$ cat config.mk
export PLATFORM = sky130hd
export DESIGN_NAME = flash_burst_responder
export DESIGN_NICKNAME = d
export VERILOG_FILES = /design/src/rtl/flash_burst_responder.sv
export SDC_FILE = /design/constraint.sdc
export NUM_CORES = 1
export LEC_CHECK = 0
export CAP_MARGIN = 20
export CELL_PAD_IN_SITES_DETAIL_PLACEMENT = 0
export CELL_PAD_IN_SITES_GLOBAL_PLACEMENT = 1
export CORE_MARGIN = 8
export CORE_UTILIZATION = 35
export CTS_BUF_LIST = sky130_fd_sc_hd__clkbuf_8
export CTS_CLUSTER_SIZE = 30
export DETAILED_ROUTE_END_ITERATION = 8
export GPL_TIMING_DRIVEN = 0
export HOLD_SLACK_MARGIN = 0.05
export PLACE_DENSITY = 0.9
export SYNTH_ARGS = -nofsm -noshare
export SYNTH_HDL_FRONTEND = slang
export SYNTH_SLANG_ARGS = --single-unit
export TNS_END_PERCENT = 50
$ cat constraint.sdc
create_clock -name clk -period 5.4 [get_ports clk]
set_input_delay 1.35 -clock clk [delete_from_list [all_inputs] [get_ports clk]]
set_output_delay 1.35 -clock clk [all_outputs]
set_load 0.02 [all_outputs]
$ cat src/rtl/flash_burst_responder.sv
// Avalon-MM burst slave that replays page bursts as single-word flash accesses.
// Optional FLASH_BURST_RESPONDER_PAGE_WRAP_EN: addresses wrap inside 256-byte pages.
module flash_burst_responder #(
  parameter int FLASH_ADDR_WIDTH = 28,
  parameter int MAX_OUTSTANDING  = 4
) (
  input  logic                        clk,
  input  logic                        reset,
  input  logic [FLASH_ADDR_WIDTH-1:0] avmm_slv_addr,
  input  logic                        avmm_slv_write,
  input  logic                        avmm_slv_read,
  input  logic [6:0]                  avmm_slv_burstcnt,
  input  logic [31:0]                 avmm_slv_wrdata,
  output logic [31:0]                 avmm_slv_rddata,
  output logic                        avmm_slv_rddvld,
  output logic                        avmm_slv_waitreq,
  output logic [FLASH_ADDR_WIDTH-1:0] mem_addr,
  output logic                        mem_write,
  output logic                        mem_read,
  output logic [31:0]                 mem_wrdata,
  input  logic [31:0]                 mem_rddata,
  input  logic                        mem_rddvld,
  input  logic                        mem_waitreq,
  output logic                        burst_err,
  input  logic                        err_clr,
  output logic                        busy,
  output logic [2:0]                  dbg_state
);

  // Handshakes: a slave beat transfers when (read|write) && !avmm_slv_waitreq;
  // a memory request transfers when (mem_read|mem_write) && !mem_waitreq.
  typedef enum logic [2:0] {
    IDLE     = 3'd0,
    WR_BEAT  = 3'd1,
    WR_ISSUE = 3'd2,
    RD_ISSUE = 3'd3,
    RD_DRAIN = 3'd4,
    ERR_RSP  = 3'd5
  } state_t;

  localparam logic [3:0] MAX_OUT = 4'(MAX_OUTSTANDING);

  state_t                      state, state_d;
  logic [FLASH_ADDR_WIDTH-1:0] addr_d;
  logic [31:0]                 wrdata_d, rddata_d;
  logic                        rddvld_d, waitreq_d, mem_write_d, mem_read_d;
  logic [6:0]                  remaining, remaining_d, issued, issued_d;
  logic [3:0]                  outstanding, outstanding_d;
  logic                        err_set;

  logic [FLASH_ADDR_WIDTH-1:0] base;
  logic                        cnt_legal, accept, page_over, issue_hs, in_rd, ret_ok;
  logic                        unused_addr_bits;

  assign base      = {avmm_slv_addr[FLASH_ADDR_WIDTH-1:2], 2'b00};
  assign cnt_legal = (avmm_slv_burstcnt != 7'd0) && (avmm_slv_burstcnt <= 7'd64);
  assign accept    = (avmm_slv_write || avmm_slv_read) && !avmm_slv_waitreq;
  assign issue_hs  = mem_read && !mem_waitreq;
  assign in_rd     = (state == RD_ISSUE) || (state == RD_DRAIN);
  // A return with nothing in flight cannot belong to the current burst.
  assign ret_ok    = mem_rddvld && in_rd && (outstanding != 4'd0);
  assign unused_addr_bits = ^avmm_slv_addr[1:0];

`ifdef FLASH_BURST_RESPONDER_PAGE_WRAP_EN
  assign page_over = ({2'b00, avmm_slv_addr[7:2]} + {1'b0, avmm_slv_burstcnt}) > 8'd64;

  function automatic logic [FLASH_ADDR_WIDTH-1:0] next_addr(input logic [FLASH_ADDR_WIDTH-1:0] a);
    logic [5:0] word;
    word = a[7:2] + 6'd1;
    return {a[FLASH_ADDR_WIDTH-1:8], word, 2'b00};
  endfunction
`else
  assign page_over = 1'b0;

  function automatic logic [FLASH_ADDR_WIDTH-1:0] next_addr(input logic [FLASH_ADDR_WIDTH-1:0] a);
    return a + FLASH_ADDR_WIDTH'(4);
  endfunction
`endif

  always_comb begin
    outstanding_d = outstanding;
    case ({issue_hs, ret_ok})
      2'b10:   outstanding_d = outstanding + 4'd1;
      2'b01:   outstanding_d = outstanding - 4'd1;
      default: outstanding_d = outstanding;
    endcase
  end

  always_comb begin
    state_d     = state;
    addr_d      = mem_addr;
    wrdata_d    = mem_wrdata;
    remaining_d = remaining;
    issued_d    = issued;
    rddata_d    = avmm_slv_rddata;
    rddvld_d    = 1'b0;
    err_set     = mem_rddvld && !ret_ok;

    if (ret_ok) begin
      rddata_d = mem_rddata;
      rddvld_d = 1'b1;
    end

    case (state)
      IDLE: begin
        if (accept) begin
          if (avmm_slv_write) begin
            if (!cnt_legal) begin
              err_set = 1'b1;
            end else begin
              addr_d      = base;
              remaining_d = avmm_slv_burstcnt;
              err_set     = err_set || page_over || avmm_slv_read;
              // A read+write command beat carries no usable write data.
              if (avmm_slv_read) begin
                state_d = WR_BEAT;
              end else begin
                wrdata_d = avmm_slv_wrdata;
                state_d  = WR_ISSUE;
              end
            end
          end else if (!cnt_legal) begin
            err_set = 1'b1;
            state_d = ERR_RSP;
          end else begin
            addr_d      = base;
            remaining_d = avmm_slv_burstcnt;
            issued_d    = 7'd0;
            err_set     = err_set || page_over;
            state_d     = RD_ISSUE;
          end
        end
      end
      WR_BEAT: begin
        if (avmm_slv_write && !avmm_slv_waitreq) begin
          wrdata_d = avmm_slv_wrdata;
          state_d  = WR_ISSUE;
        end
      end
      WR_ISSUE: begin
        if (!mem_waitreq) begin
          addr_d      = next_addr(mem_addr);
          remaining_d = remaining - 7'd1;
          state_d     = (remaining == 7'd1) ? IDLE : WR_BEAT;
        end
      end
      RD_ISSUE: begin
        if (issue_hs) begin
          addr_d   = next_addr(mem_addr);
          issued_d = issued + 7'd1;
          if (issued_d == remaining) state_d = RD_DRAIN;
        end
      end
      RD_DRAIN: begin
        // Waiting one extra cycle lets the last forwarded beat leave first.
        if (outstanding == 4'd0) state_d = IDLE;
      end
      ERR_RSP: begin
        rddata_d = 32'hDEADBEEF;
        rddvld_d = 1'b1;
        state_d  = IDLE;
      end
      default: state_d = IDLE;
    endcase

    mem_write_d = (state_d == WR_ISSUE);
    mem_read_d  = (state_d == RD_ISSUE) && (issued_d < remaining_d) && (outstanding_d < MAX_OUT);
    waitreq_d   = !((state_d == IDLE) || (state_d == WR_BEAT));
  end

  always_ff @(posedge clk or posedge reset) begin
    if (reset) begin
      state            <= IDLE;
      mem_addr         <= '0;
      mem_wrdata       <= '0;
      mem_write        <= 1'b0;
      mem_read         <= 1'b0;
      remaining        <= '0;
      issued           <= '0;
      outstanding      <= '0;
      avmm_slv_rddata  <= '0;
      avmm_slv_rddvld  <= 1'b0;
      avmm_slv_waitreq <= 1'b1;
      burst_err        <= 1'b0;
    end else begin
      state            <= state_d;
      mem_addr         <= addr_d;
      mem_wrdata       <= wrdata_d;
      mem_write        <= mem_write_d;
      mem_read         <= mem_read_d;
      remaining        <= remaining_d;
      issued           <= issued_d;
      outstanding      <= outstanding_d;
      avmm_slv_rddata  <= rddata_d;
      avmm_slv_rddvld  <= rddvld_d;
      avmm_slv_waitreq <= waitreq_d;
      if (err_set)      burst_err <= 1'b1;
      else if (err_clr) burst_err <= 1'b0;
    end
  end

  assign busy      = (state != IDLE);
  assign dbg_state = state;

endmodule

### Yosys cells after proc, flatten, opt, wreduce, memory -nomap -nowiden

Index checks and enable logic that the tools add are counted.

| cells by class | value |
|---|---|
| add/subtract/negate cells | 5 |
| magnitude comparators | 3 |
| equality and inequality tests | 19 |
| muxes and demuxes | 44 |
| reduce and logical (&&, ||, !) cells | 29 |

Operators by type and width:

| cell | number |
|---|---|
| 2-to-1 mux 32 bit | 7 |
| 2-to-1 mux 28 bit | 4 |
| one-hot mux 28 bit (3 select lines) | 1 |
| one-hot mux 32 bit (2 select lines) | 1 |
| 2-to-1 mux 7 bit | 7 |
| adder 28 x 3 -> 28 bit, second input constant | 1 |
| one-hot mux 7 bit (2 select lines) | 2 |
| 2-to-1 mux 3 bit | 9 |
| one-hot mux 3 bit (5 select lines) | 1 |
| inequality test 2 bit, second input constant | 7 |
| == test 3 x 2 -> 1 bit, second input constant | 4 |
| 2-to-1 mux 1 bit | 10 |
| logical AND 1 bit | 9 |
| one-hot mux 4 bit (2 select lines) | 1 |
| adder 7 x 1 -> 7 bit, second input constant | 1 |
| == test 7 x 1 -> 1 bit, second input constant | 1 |
| == test 7 bit | 1 |
| less-or-equal comparator 7 bit, second input constant | 1 |
| < comparator 7 bit | 1 |
| nonzero test 7 bit | 1 |
| subtractor 7 x 1 -> 7 bit, second input constant | 1 |
| == test 3 x 1 -> 1 bit, second input constant | 2 |
| == test 3 bit, second input constant | 2 |
| zero test 3 bit | 2 |
| other kinds (14) | 23 |

| word-level totals | value |
|---|---|
| bits in registers | 118 |
| logic and storage cells | 112 |

### Logic depth before layout (Yosys ltp)

Gate-level depths: netlist of the first run.

| logic depth | value |
|---|---|
| word-level depth | 12 |
| gate-level depth with buffers | 14 |
| gate-level depth less buffers | 13 |

### Worst setup path after synthesis of the first run

OpenSTA, ideal clock, no wires.

| timing | value |
|---|---|
| path type | in2reg |
| start | input mem_waitreq |
| end | register mem_read |
| library setup time | 104 ps |
| arrival | 3884 ps |
| required time | 5296 ps |
| setup slack | 1412 ps |
| stages | 10 |
| path buffers | 0 |
| cells stage by stage | or4b_4 > or4_4 > o311a_1 > a21oi_2 > o41a_1 > ha_1 > o21ai_0 > nor2_1 > or4_1 > a221oi_1 |

| between the ends | value |
|---|---|
| cells in the longest elaborated chain, start to end | 7 |
| elaborated cells between the ends (all ways) | 17 |
| those cells by class | 2 x order compare; 3 x eq/ne; 8 x mux; 4 x reduce/logical |

Ends and longest elaborated chain:

| item | RTL line | text |
|---|---|---|
| start, declared | 23 | `input logic mem_waitreq,` |
| zero test 1 bit | - |  |
| logical AND 1 bit | 58 | `assign issue_hs = mem_read && !mem_waitreq;` |
| 2-to-1 mux 7 bit / 2-to-1 mux 3 bit (equally long branches) | 148 | `if (issue_hs) begin` |
| one-hot mux 7 bit (2 select lines) / one-hot mux 3 bit (5 select lines) (equally long branches) | 104 | `case (state)` |
| < comparator 7 bit / == test 3 x 2 -> 1 bit (equally long branches) | 167 | `mem_read_d = (state_d == RD_ISSUE) && (issued_d < remaining_d) && (outstanding_d < MAX_OUT);` |
| logical AND 1 bit | 167 |  |
| logical AND 1 bit (*) | 167 |  |
| via mem_read_d | 46 | `logic rddvld_d, waitreq_d, mem_write_d, mem_read_d;` |
| end signal, assigned | 190 | `mem_read <= mem_read_d;` |
| end, declared | 19 | `output logic mem_read,` |

The timed path passes the listed nets; every way through them passes the cells marked *.
A chain may end at the register's enable or synchronous reset.

### Worst setup path after layout of the first run

Ends and elaborated chain as after synthesis.

==> implementation parameters, run 1 <==
Parameter                              Value

Status
  Run status    complete, no violations

Global routing
  Leftover overflow at the end of global routing    0
  GR Util All Layers    17.7%
  Vias in the first global route    5,382
  Number of antenna violations at the first check in global routing    0
  First-pass GRT wire length    30,400 µm
  Maximum number of pins on one net before global-route repair    69

Worst setup path
  Cell Chain, Critical Path    clkdlybuf4s50_1, or4b_4, or4_4, o311a_1, a21oi_2, o41a_1, ha_1, o21ai_0, nor2_1, or4_1, a221oi_1
  WP buf/inv    1
  Kind of end point of the critical path    flop
  Stage delay of the slowest cell on the critical path    0.62 ns
  Kind of cell adding the most delay to the critical path    simple AND/OR/NAND/NOR gates
  Launching element type of the critical path    input pin
  Critical Setup Path Class    input pin to flop
  CP Data Required Time    5.72 ns
  Arr. time, crit path    4.68 ns
  Cell at the slowest stage of the critical path    sky130_fd_sc_hd__or4b_4
  Peak fanout along the critical path    5

Floorplan
  Die ar.    21,500 µm²
  Die H    147 µm
  I/O pin total    207
  Horizontal extent of the die    147 µm
  Rows    47
  Effective utilization at floorplan    35.9%
  Floorplan core area    16,600 µm²

Routing
  Wirelength per Cell    18.8 µm
  Length of the first detailed-routing pass in iterations    5
  1st-iter DRT viols    296
  Remaining number of nets flagged by the antenna check after routing    0
  Vias per Instance    5.27
  Total Wirelength    19,200 µm
  DRC violations left    0
  Vias post-DR    5,368

Timing
  Rel. slew slack    50.6%
  Count of endpoints failing hold in the final timing report    0
  Setup violation total in the final timing report    0
  FMAX    229 MHz
  Unrepaired setup endpoints after global routing    false
  Min Clock Period, post-route    4.37 ns
  Final Max Tran Viols    0
  Measured slew at the worst slew-check pin    0.737 ns
  Worst-case setup margin in the final layout    1.03 ns
  Final critical-path share of the clock period    80.8%
  Worst setup skew after layout    0.0113 ns

Worst hold path
  Worst hold-check path type    flop to flop

CTS
  Clock transition at the registers of the reported paths    0.07 ns
  TritonCTS clock tree    built
  Total CTS buffers    17
  Worst-case clock buffer depth    2
  Worst-Skew Late Latency    0.44 ns
  Quantity of hold-fixing buffers added after cts    0
  Master cell of the clock root buffer    sky130_fd_sc_hd__clkbuf_8
  Clock sink count    116
  # resized after CTS    0
  Postcts setup bufs    0
  CTS H-Tree Depth    4

Cells and area
  Count of inserted antenna diode cells    0
  Layout cells sized above 1    11.7%
  Final nets    905
  Layout filler cell count    1,545
  Area grow syn2layout    44.9%
  Final cell count without fillers    1,018
  Most frequent cells in the layout    sky130_fd_sc_hd__clkdlybuf4s50_1, sky130_fd_sc_hd__dfrtp_1, sky130_fd_sc_hd__a21oi_1
  Post-route cell area    8650 µm²
  Most common library cell in the layout ignoring fill and taps    sky130_fd_sc_hd__clkdlybuf4s50_1

Placed design
  Post-placement cell area    8290 µm²
  Count of buffers from port buffering    201
  Pre-CTS worst setup slack    0.590 ns
  Placed cell count    986
  Final GP Congestion    0.843
  HPWL after DPL    14,700 µm

Synthesis
  Area of the mapped netlist    5970 µm²
  Count of cell types in the netlist    74
  Instance count of the mapped netlist    563
  Synth Register Bits    116
  Synthesized area per cell    10.6 µm²
  Share of synthesized flip-flops with an asynchronous set or reset    100%
  Flip-flop cell with the highest count after synthesis    sky130_fd_sc_hd__dfrtp_1
  Number of synthesized flops with an enable pin    0
  Warnings from Yosys    0
  Sequential cell area fraction in the yosys report    48.7%

Power
  Worst IR Drop VDD    264 µV
  Power per standard cell area    593 nW/µm²
  Leak Pwr    3.64 nW
  Total power of the final layout    5.12 mW

Run
  Reported max-cap violation count    0
-- through the flow --
step | hold WS [ns] | TNS, ns | util [%]
final | 0.488 | 0 | 52.0
after global routing | 0.514 | 0 | 52.0
after CTS | 0.492 | 0 | 52.0
after detailed placement | 0.476 | 0 | 49.8
after global placement | 0.469 | -100.35 | 49.6
after floorplan | 0.461 | 0 | -
-- final timing paths --
check / start / to / slack (ns) / cells past startpoint
max: mem_waitreq / mem_read / 1.03 / 11
min: avmm_slv_rddata[30] / avmm_slv_rddata[30] / 0.49 / 1
max reg2reg: dbg_state[2] / mem_read / 1.36 / 13
min reg2reg: avmm_slv_rddata[30] / avmm_slv_rddata[30] / 0.49 / 1
max in group asynchronous: reset / mem_addr[17] / 3.36 / 3
min in group asynchronous: reset / mem_wrdata[20] / 1.32 / 2
-- cells in the mapped netlist, types with 3 or more instances --
cell	n	area, µm²
sky130_fd_sc_hd__a21o_1	4	30.0
sky130_fd_sc_hd__a21oi_1	44	220
sky130_fd_sc_hd__a22o_1	9	78.8
sky130_fd_sc_hd__a31oi_1	8	50.1
sky130_fd_sc_hd__and2_1	3	18.8
sky130_fd_sc_hd__and3_1	10	62.6
sky130_fd_sc_hd__buf_2	4	20.0
sky130_fd_sc_hd__buf_4	4	30.0
sky130_fd_sc_hd__buf_6	3	33.8
sky130_fd_sc_hd__clkbuf_1	19	71.3
sky130_fd_sc_hd__dfrtp_1	115	2880
sky130_fd_sc_hd__ha_1	13	163
sky130_fd_sc_hd__inv_1	16	60.1
sky130_fd_sc_hd__mux2_4	30	450
sky130_fd_sc_hd__nand2_1	32	120
sky130_fd_sc_hd__nand2b_1	3	18.8
sky130_fd_sc_hd__nand3_1	26	130
sky130_fd_sc_hd__nand3b_1	3	22.5
sky130_fd_sc_hd__nand4_1	7	43.8
sky130_fd_sc_hd__nor2_1	34	128
sky130_fd_sc_hd__nor2b_1	8	50.1
sky130_fd_sc_hd__nor3_1	8	40.0
sky130_fd_sc_hd__o2111ai_1	3	26.3
sky130_fd_sc_hd__o21ai_0	19	95.1
sky130_fd_sc_hd__o21ai_1	22	110
sky130_fd_sc_hd__o22a_1	29	254
sky130_fd_sc_hd__o22ai_1	11	68.8
sky130_fd_sc_hd__o2bb2a_1	3	30.0
sky130_fd_sc_hd__o31ai_1	5	37.5
sky130_fd_sc_hd__o41ai_1	3	26.3
sky130_fd_sc_hd__xnor2_1	10	87.6
-- registers in the layout, indices dropped and copies added, names as in the netlist, 3 cells and up --
name / cells
mem_wrdata: 32
issued: 7
avmm_slv_rddata: 32
mem_addr: 26
outstanding: 4
dbg_state: 3
remaining: 7
-- per-layer routing --
metal | track usage (%) | vias up | share of wire [%] | routed length, µm
li1 | - | 2543 | - | -
met1 | 23.1 | 2618 | 45 | 8700
met2 | 27.9 | 191 | 47 | 9100
met3 | 4.82 | 16 | 6.1 | 1180
met4 | 5.51 | 0 | 1.0 | 192
met5 | 0 | - | 0 | 0
-- power breakdown --
group / switching [mW] / leakage [nW] / internal (mW)
clock: 0.369 / 0.181 / 0.356
sequential: 0.332 / 1.37 / 1.28
combinational: 1.44 / 2.09 / 1.35
-- kinds of logic (layout without fill, tap and decap cells) --
group / Yosys count / count (layout) / share of synthesized area, %
adders and majority gates: 15 / 15 / 3.23
muxes: 33 / 33 / 8.11
and+or+nand+nor: 155 / 155 / 13.8
other: 1 / 2 / 0.0628
DFF: 116 / 116 / 48.7
buffers and inverters: 49 / 283 / 3.82
AOI/OAI and AO/OA: 182 / 182 / 20.5
xor gates and xnor gates: 12 / 12 / 1.76
-- final cells by class --
cell class              instances  area [µm²]  share of cell area [%]
well taps                     220         275                    3.18
clock buffers                  17         234                    2.71
multi-input cells             399        2840                    32.8
clock inverters                15         121                    1.40
plain buffers                  31         160                    1.85
repair buffers                202        2040                    23.6
inverters                      18        72.6                   0.839
flip-flops and latches        116        2900                    33.6
Power figures use the tool's default switching activity.
==> inputs of run 2 (changes only) <==
- clock period: 5.4 -> 4.22 ns (I/O delays scaled with it)
==> run 2 against run 1 <==
  * Utilization is 0.053 points higher
  * Clock skew is 0.00097 ns higher
  * Critical path type unchanged
  * Clock power is 28% higher
  * Total power is 28% higher
  * First-iteration DRC count is 13% higher
  * Critical path depth stayed put
  * Wire length hardly changed
  * Combinational power is 28% higher
  * Setup slack worse by 0.81 ns
  * Sequential power is 28% higher
  * Sequential share of layout area hardly changed
  * Die area stayed put
==> implementation parameters, run 2 (synthesized netlist as in run 1, its figures left out) <==
Parameter                              Value

CTS
  CTS H-Tree Depth    4 (unchanged)
  TritonCTS clock tree    built
  Clock transition at the registers of the reported paths    0.07 ns (about the same)
  Postcts setup bufs    0 (unchanged)
  Worst-case clock buffer depth    2 (unchanged)
  Total CTS buffers    17 (unchanged)
  Clock sink count    116 (unchanged)
  Worst-Skew Late Latency    0.44 ns (about the same)
  Quantity of hold-fixing buffers added after cts    0 (unchanged)
  Master cell of the clock root buffer    sky130_fd_sc_hd__clkbuf_8

Floorplan
  Effective utilization at floorplan    35.9% (unchanged)
  Die H    147 µm (unchanged)
  I/O pin total    207 (unchanged)
  Floorplan core area    16,600 µm² (unchanged)
  Rows    47 (unchanged)
  Die ar.    21,500 µm² (unchanged)
  Horizontal extent of the die    147 µm (unchanged)

Placed design
  Final GP Congestion    0.843 (unchanged)
  HPWL after DPL    14,700 µm (unchanged)
  Placed cell count    986 (unchanged)
  Count of buffers from port buffering    201 (unchanged)

Worst setup path
  Minimum setup slack among reg-to-reg paths    0.44 ns (-0.92 ns)
  Peak fanout along the critical path    5 (unchanged)
  Arr. time, crit path    4.34 ns (-0.34 ns)
  CP Data Required Time    4.56 ns (-1.16 ns)
  Kind of end point of the critical path    flop
  Critical Setup Path Class    input pin to flop
  Cell Chain, Critical Path    clkdlybuf4s50_1, or4b_4, or4_4, o311a_1, a21oi_2, o41a_1, ha_1, o21ai_0, nor2_1, or4_1, a221oi_2
  Stage delay of the slowest cell on the critical path    0.62 ns (about the same)
  Launching element type of the critical path    input pin
  Cell at the slowest stage of the critical path    sky130_fd_sc_hd__or4b_4

Routing
  Vias post-DR    5,358 (-0.19%)
  1st-iter DRT viols    334 (+13%)
  Wirelength per Cell    18.8 µm (about the same)
  Remaining number of nets flagged by the antenna check after routing    0 (unchanged)
  Total Wirelength    19,200 µm (about the same)
  DRC violations left    0 (unchanged)
  Length of the first detailed-routing pass in iterations    5 (unchanged)
  Vias per Instance    5.26 (-0.19%)

Power
  Leak Pwr    3.64 nW (about the same)
  Worst IR Drop VDD    338 µV (+28%)
  Power per standard cell area    758 nW/µm² (+28%)

Global routing
  Number of antenna violations at the first check in global routing    0 (unchanged)
  First-pass GRT wire length    30,400 µm (unchanged)
  Maximum number of pins on one net before global-route repair    69 (unchanged)
  GR Util All Layers    17.7% (unchanged)
  Leftover overflow at the end of global routing    0 (unchanged)
  Vias in the first global route    5,382 (unchanged)

Timing
  Final Max Tran Viols    0 (unchanged)
  Total Negative Setup Slacks    0 ns (unchanged)
  Worst setup skew after layout    0.0122 ns (+0.000972 ns)
  Unrepaired setup endpoints after global routing    false
  FMAX    250 MHz
  Measured slew at the worst slew-check pin    0.735 ns (-0.00250 ns)
  Setup violation total in the final timing report    0 (unchanged)
  Count of endpoints failing hold in the final timing report    0 (unchanged)
  Rel. slew slack    50.8% (+0.17 points)
  Final critical-path share of the clock period    94.8%
  Min Clock Period, post-route    4.00 ns

Cells and area
  Most common library cell in the layout ignoring fill and taps    sky130_fd_sc_hd__clkdlybuf4s50_1
  Area grow syn2layout    45.0%
  Most frequent cells in the layout    sky130_fd_sc_hd__clkdlybuf4s50_1, sky130_fd_sc_hd__dfrtp_1, sky130_fd_sc_hd__a21oi_1
  Count of inserted antenna diode cells    0 (unchanged)
  Registers with the most flip-flops    avmm_slv_rddata x32, mem_wrdata x32, mem_addr x26
  Layout cells sized above 1    11.9% (+0.25 points)
  Final cell count without fillers    1,018 (unchanged)
  Final nets    905 (unchanged)

Run
  Reported max-cap violation count    0 (unchanged)

Worst hold path
  Worst hold-check path type    flop to flop

Status
  Run status    complete, no violations
[run 2: cell counts in the layout (fill, tap and decap cells not counted)]
No cell type changed its count.
[run 2: final timing paths]
kind / startpoint / endpoint / cells after the start
min reg2reg: avmm_slv_rddata[30] / avmm_slv_rddata[30] / 1
min in group asynchronous: reset / mem_wrdata[20] / 2
max: mem_waitreq / mem_read / 11
max reg2reg: dbg_state[2] / mem_read / 13
max in group asynchronous: reset / mem_addr[17] / 3
min: avmm_slv_rddata[30] / avmm_slv_rddata[30] / 1
[run 2: final cells by class]
cell class | count | area (µm²)
Fill cell | 1543 | 7990
Tap cell | 220 | 275
Buffer | 31 | 160
Inverter | 18 | 72.6
Timing Repair Buffer | 202 | 2040
Multi-Input combinational cell | 399 | 2850
Clock inverter | 15 | 121
Clock buffer | 17 | 234
Sequential cell | 116 | 2900
[run 2: routing by layer]
layer | vias to the layer above | global-route usage [%] | part of all wire, %
met4 | 0 | 5.51 | 0.98
met3 | 17 | 4.82 | 6.5
li1 | 2548 | - | -
met5 | - | 0 | 0
met1 | 2595 | 23.1 | 45
met2 | 198 | 27.9 | 47
[run 2: worst max-delay path, delay by kind of cell]
kind            cells  cell delay [ns]
simple gates        4             1.55
compound gates      5             0.98
buf+inv             1             0.51
fa+ha+maj           1             0.24
[run 2: through the flow]
| step | total power [mW] | util [%] | cell area [µm²] | worst slack [ns] | hold WS (ns) |
|---|---|---|---|---|---|
| floorplan | 4.11 | - | 5970 | 0.0942 | 0.461 |
| global placement | 5.60 | 49.6 | 8260 | -1.77 | 0.469 |
| detailed placement | 5.66 | 49.8 | 8290 | -0.295 | 0.476 |
| CTS | 6.62 | 52.0 | 8650 | 0.177 | 0.492 |
| global route | 7.00 | 52.0 | 8660 | 0.0631 | 0.514 |
| finish | 6.56 | 52.0 | 8660 | 0.221 | 0.488 |
[run 2: what timing repair did]
action,in CTS,in global routing
endpoints found under the setup margin,0,1
hold endpoints to repair,0,0
resized for setup,0,2
[run 2: where the power goes]
group / internal, mW / switching (mW)
sequential: 1.63 / 0.425
clock: 0.456 / 0.470
combinational: 1.74 / 1.84
==> inputs of run 3 (changes only) <==
- CORE_ASPECT_RATIO: default -> 0.6
- TNS_END_PERCENT: 50 -> 30
==> run 3 against run 2 <==
  * Sequential cell count stayed put
  * Clock skew is 0.0086 ns higher
  * Highest routed layer unchanged
  * Sequential share of layout area fell by 0.45 points
  * Via count is 0.78% higher
  * Cell count increased by 1.4%
==> implementation parameters, run 3 (synthesized netlist as in run 1, its figures left out) <==
Parameter                              Value

Status
  Run status    complete, no violations

Timing
  Worst Hold Margin    0.491 ns (+0.00329 ns)
  Final Max Tran Viols    0 (unchanged)
  Worst setup skew after layout    0.0209 ns (+0.00863 ns)
  Setup violation total in the final timing report    0 (unchanged)
  Rel. slew slack    54.2% (+3.5 points)
  Unrepaired setup endpoints after global routing    false
  Min Clock Period, post-route    4.06 ns (+0.0599 ns)
  Count of endpoints failing hold in the final timing report    0 (unchanged)
  Measured slew at the worst slew-check pin    0.683 ns (-0.0516 ns)
  FMAX    246 MHz (-1.5%)
  Final critical-path share of the clock period    96.2% (+1.4 points)

Worst setup path
  Kind of end point of the critical path    flop
  Peak fanout along the critical path    6 (+1)
  R2R cell count    13 (unchanged)
  Beginning of the worst register-to-register path    dbg_state[2]
  CP Data Required Time    4.53 ns (-0.03 ns)
  Launching element of the worst setup path    avmm_slv_burstcnt[0]
  CP Depth    12 (+1)
  Cell Chain, Critical Path    clkdlybuf4s50_1, nor4_4, a21o_2, nand3b_1, and2_1, o21ai_1, o31ai_1, ha_1, a211oi_1, nor2_1, or4_1, a221oi_1
  Stage delay of the slowest cell on the critical path    0.50 ns (-0.12 ns)
  Critical Setup Path Class    input pin to flop
  Minimum setup slack among reg-to-reg paths    0.34 ns (-0.10 ns)
  Cell at the slowest stage of the critical path    sky130_fd_sc_hd__clkdlybuf4s50_1
  Launching element type of the critical path    input pin
  Capture point of the worst reg-to-reg path    mem_read
  WP buf/inv    1 (unchanged)
  Kind of cell adding the most delay to the critical path    simple AND/OR/NAND/NOR gates
  Arr. time, crit path    4.37 ns (+0.03 ns)

Placed design
  Final GP Congestion    0.875 (+3.8%)
  Count of buffers from port buffering    201 (unchanged)
  HPWL after DPL    15,500 µm (+5.1%)

Floorplan
  Rows    37 (-21%)
  I/O pin total    207 (unchanged)
  Die ar.    21,600 µm² (+0.63%)
  Die H    117 µm (-20%)
  Floorplan core area    16,900 µm² (+1.5%)
  Effective utilization at floorplan    35.3% (-0.54 points)
  Horizontal extent of the die    185 µm (+26%)

Routing
  Vias per Instance    5.23 (-0.58%)
  Total Wirelength    20,600 µm (+7.4%)
  Length of the first detailed-routing pass in iterations    5 (unchanged)
  Vias post-DR    5,400 (+0.78%)
  Uppermost signal routing layer after detailed routing    met4
  DRC violations left    0 (unchanged)
  Met1 Wirelength    10,000 µm (+16%)
  Met3 routed WL    1900 µm (+51%)
  1st-iter DRT viols    504 (+51%)
  Wirelength per Cell    20.0 µm (+6.0%)
  Routed met2 length    8580 µm (-5.4%)
  Remaining number of nets flagged by the antenna check after routing    0 (unchanged)

Power
  Worst IR Drop VDD    325 µV (-3.7%)
  Leak Pwr    3.70 nW (+1.6%)
  Total power of the final layout    6.88 mW (+4.9%)
  Power per standard cell area    785 nW/µm² (+3.5%)

Global routing
  GR Util All Layers    18.5% (+0.80 points)
  Maximum number of pins on one net before global-route repair    60 (-13%)
  First-pass GRT wire length    30,700 µm (+1.0%)
  Vias in the first global route    5,106 (-5.1%)
  Leftover overflow at the end of global routing    0 (unchanged)
  Number of antenna violations at the first check in global routing    0 (unchanged)

Cells and area
  Area grow syn2layout    47.0%
  Layout filler cell count    1,523 (-1.3%)
  Most frequent cells in the layout    sky130_fd_sc_hd__clkdlybuf4s50_1, sky130_fd_sc_hd__dfrtp_1, sky130_fd_sc_hd__a21oi_1
  Most common library cell in the layout ignoring fill and taps    sky130_fd_sc_hd__clkdlybuf4s50_1
  Final nets    905 (unchanged)
  Layout cells sized above 1    12.2% (+0.25 points)
  Count of inserted antenna diode cells    0 (unchanged)
  Registers with the most flip-flops    avmm_slv_rddata x32, mem_wrdata x32, mem_addr x26

Worst hold path
  WHS Path Cells    1 (unchanged)
  Launch point of the worst hold path    avmm_slv_rddata[2]
  Worst hold-check path type    flop to flop
  Capture endpoint of the worst hold path    avmm_slv_rddata[2]

CTS
  Master cell of the clock root buffer    sky130_fd_sc_hd__clkbuf_8
  Total CTS buffers    17 (unchanged)
  Worst-Skew Late Latency    0.43 ns (about the same)
  CTS H-Tree Depth    4 (unchanged)
  Quantity of hold-fixing buffers added after cts    0 (unchanged)
  Clock transition at the registers of the reported paths    0.08 ns (about the same)
  Postcts setup bufs    0 (unchanged)
  Worst-case clock buffer depth    2 (unchanged)
  Clock sink count    116 (unchanged)
  TritonCTS clock tree    built

Run
  Reported max-cap violation count    0 (unchanged)
[run 3: changes by cell type in the layout (fill, tap and decap cells not counted), sizes merged]
cell	previous run	this run
clkinvlp	4	0
clkdlybuf4s50	201	200
bufinv	1	4
inv	21	25
dlymetal6s2s	0	1
clkinv	7	4
[run 3: per-layer routing]
layer	track usage [%]	vias to the layer above
li1	-	2535
met1	27.9	2608
met2	25.6	249
met3	5.95	8
met4	2.73	0
met5	0	-
[run 3: through the flow]
step | std cells | utilization (%) | cell area [µm²] | setup TNS (ns) | setup WS, ns
after floorplan | 564 | - | 5970 | 0 | 0.0942
after global placement | 999 | 49.0 | 8280 | -206.77 | -1.80
after detailed placement | 1000 | 49.2 | 8310 | -0.288 | -0.288
after CTS | 1032 | 51.8 | 8760 | 0 | 0.124
after global routing | 1032 | 51.9 | 8770 | 0 | 0.0194
final | 1032 | 51.9 | 8770 | 0 | 0.161
[run 3: repair_timing]
| action | in CTS | in global routing |
|---|---|---|
| endpoints found under the setup margin | 0 | 1 |
| hold endpoints to repair | 0 | 0 |
| resized for setup | 0 | 3 |
[run 3: worst max-delay path by stage]
| stage | end | slack (ns) |
|---|---|---|
| finish | mem_read | 0.16 |
| detailed placement | mem_read | -0.29 |
| floorplan | avmm_slv_rddata[0] | 0.09 |
| global route | mem_read | 0.02 |
| global placement | issued[1] | -1.80 |
| CTS | mem_read | 0.12 |
[run 3: power breakdown]
part	internal, mW	switching [mW]	leakage, nW
registers	1.63	0.425	1.37
logic	1.74	1.89	2.10
clock network	0.662	0.535	0.228
[run 3: layout make-up]
cell class | count | area, µm² | area share (%)
buffer | 31 | 160 | 1.83
clock buffer | 17 | 234 | 2.67
clock inverter | 15 | 215 | 2.45
inverter | 18 | 72.6 | 0.827
multi-input combinational | 399 | 2850 | 32.5
sequential | 116 | 2900 | 33.1
tap | 234 | 293 | 3.34
timing repair buffer | 202 | 2040 | 23.3
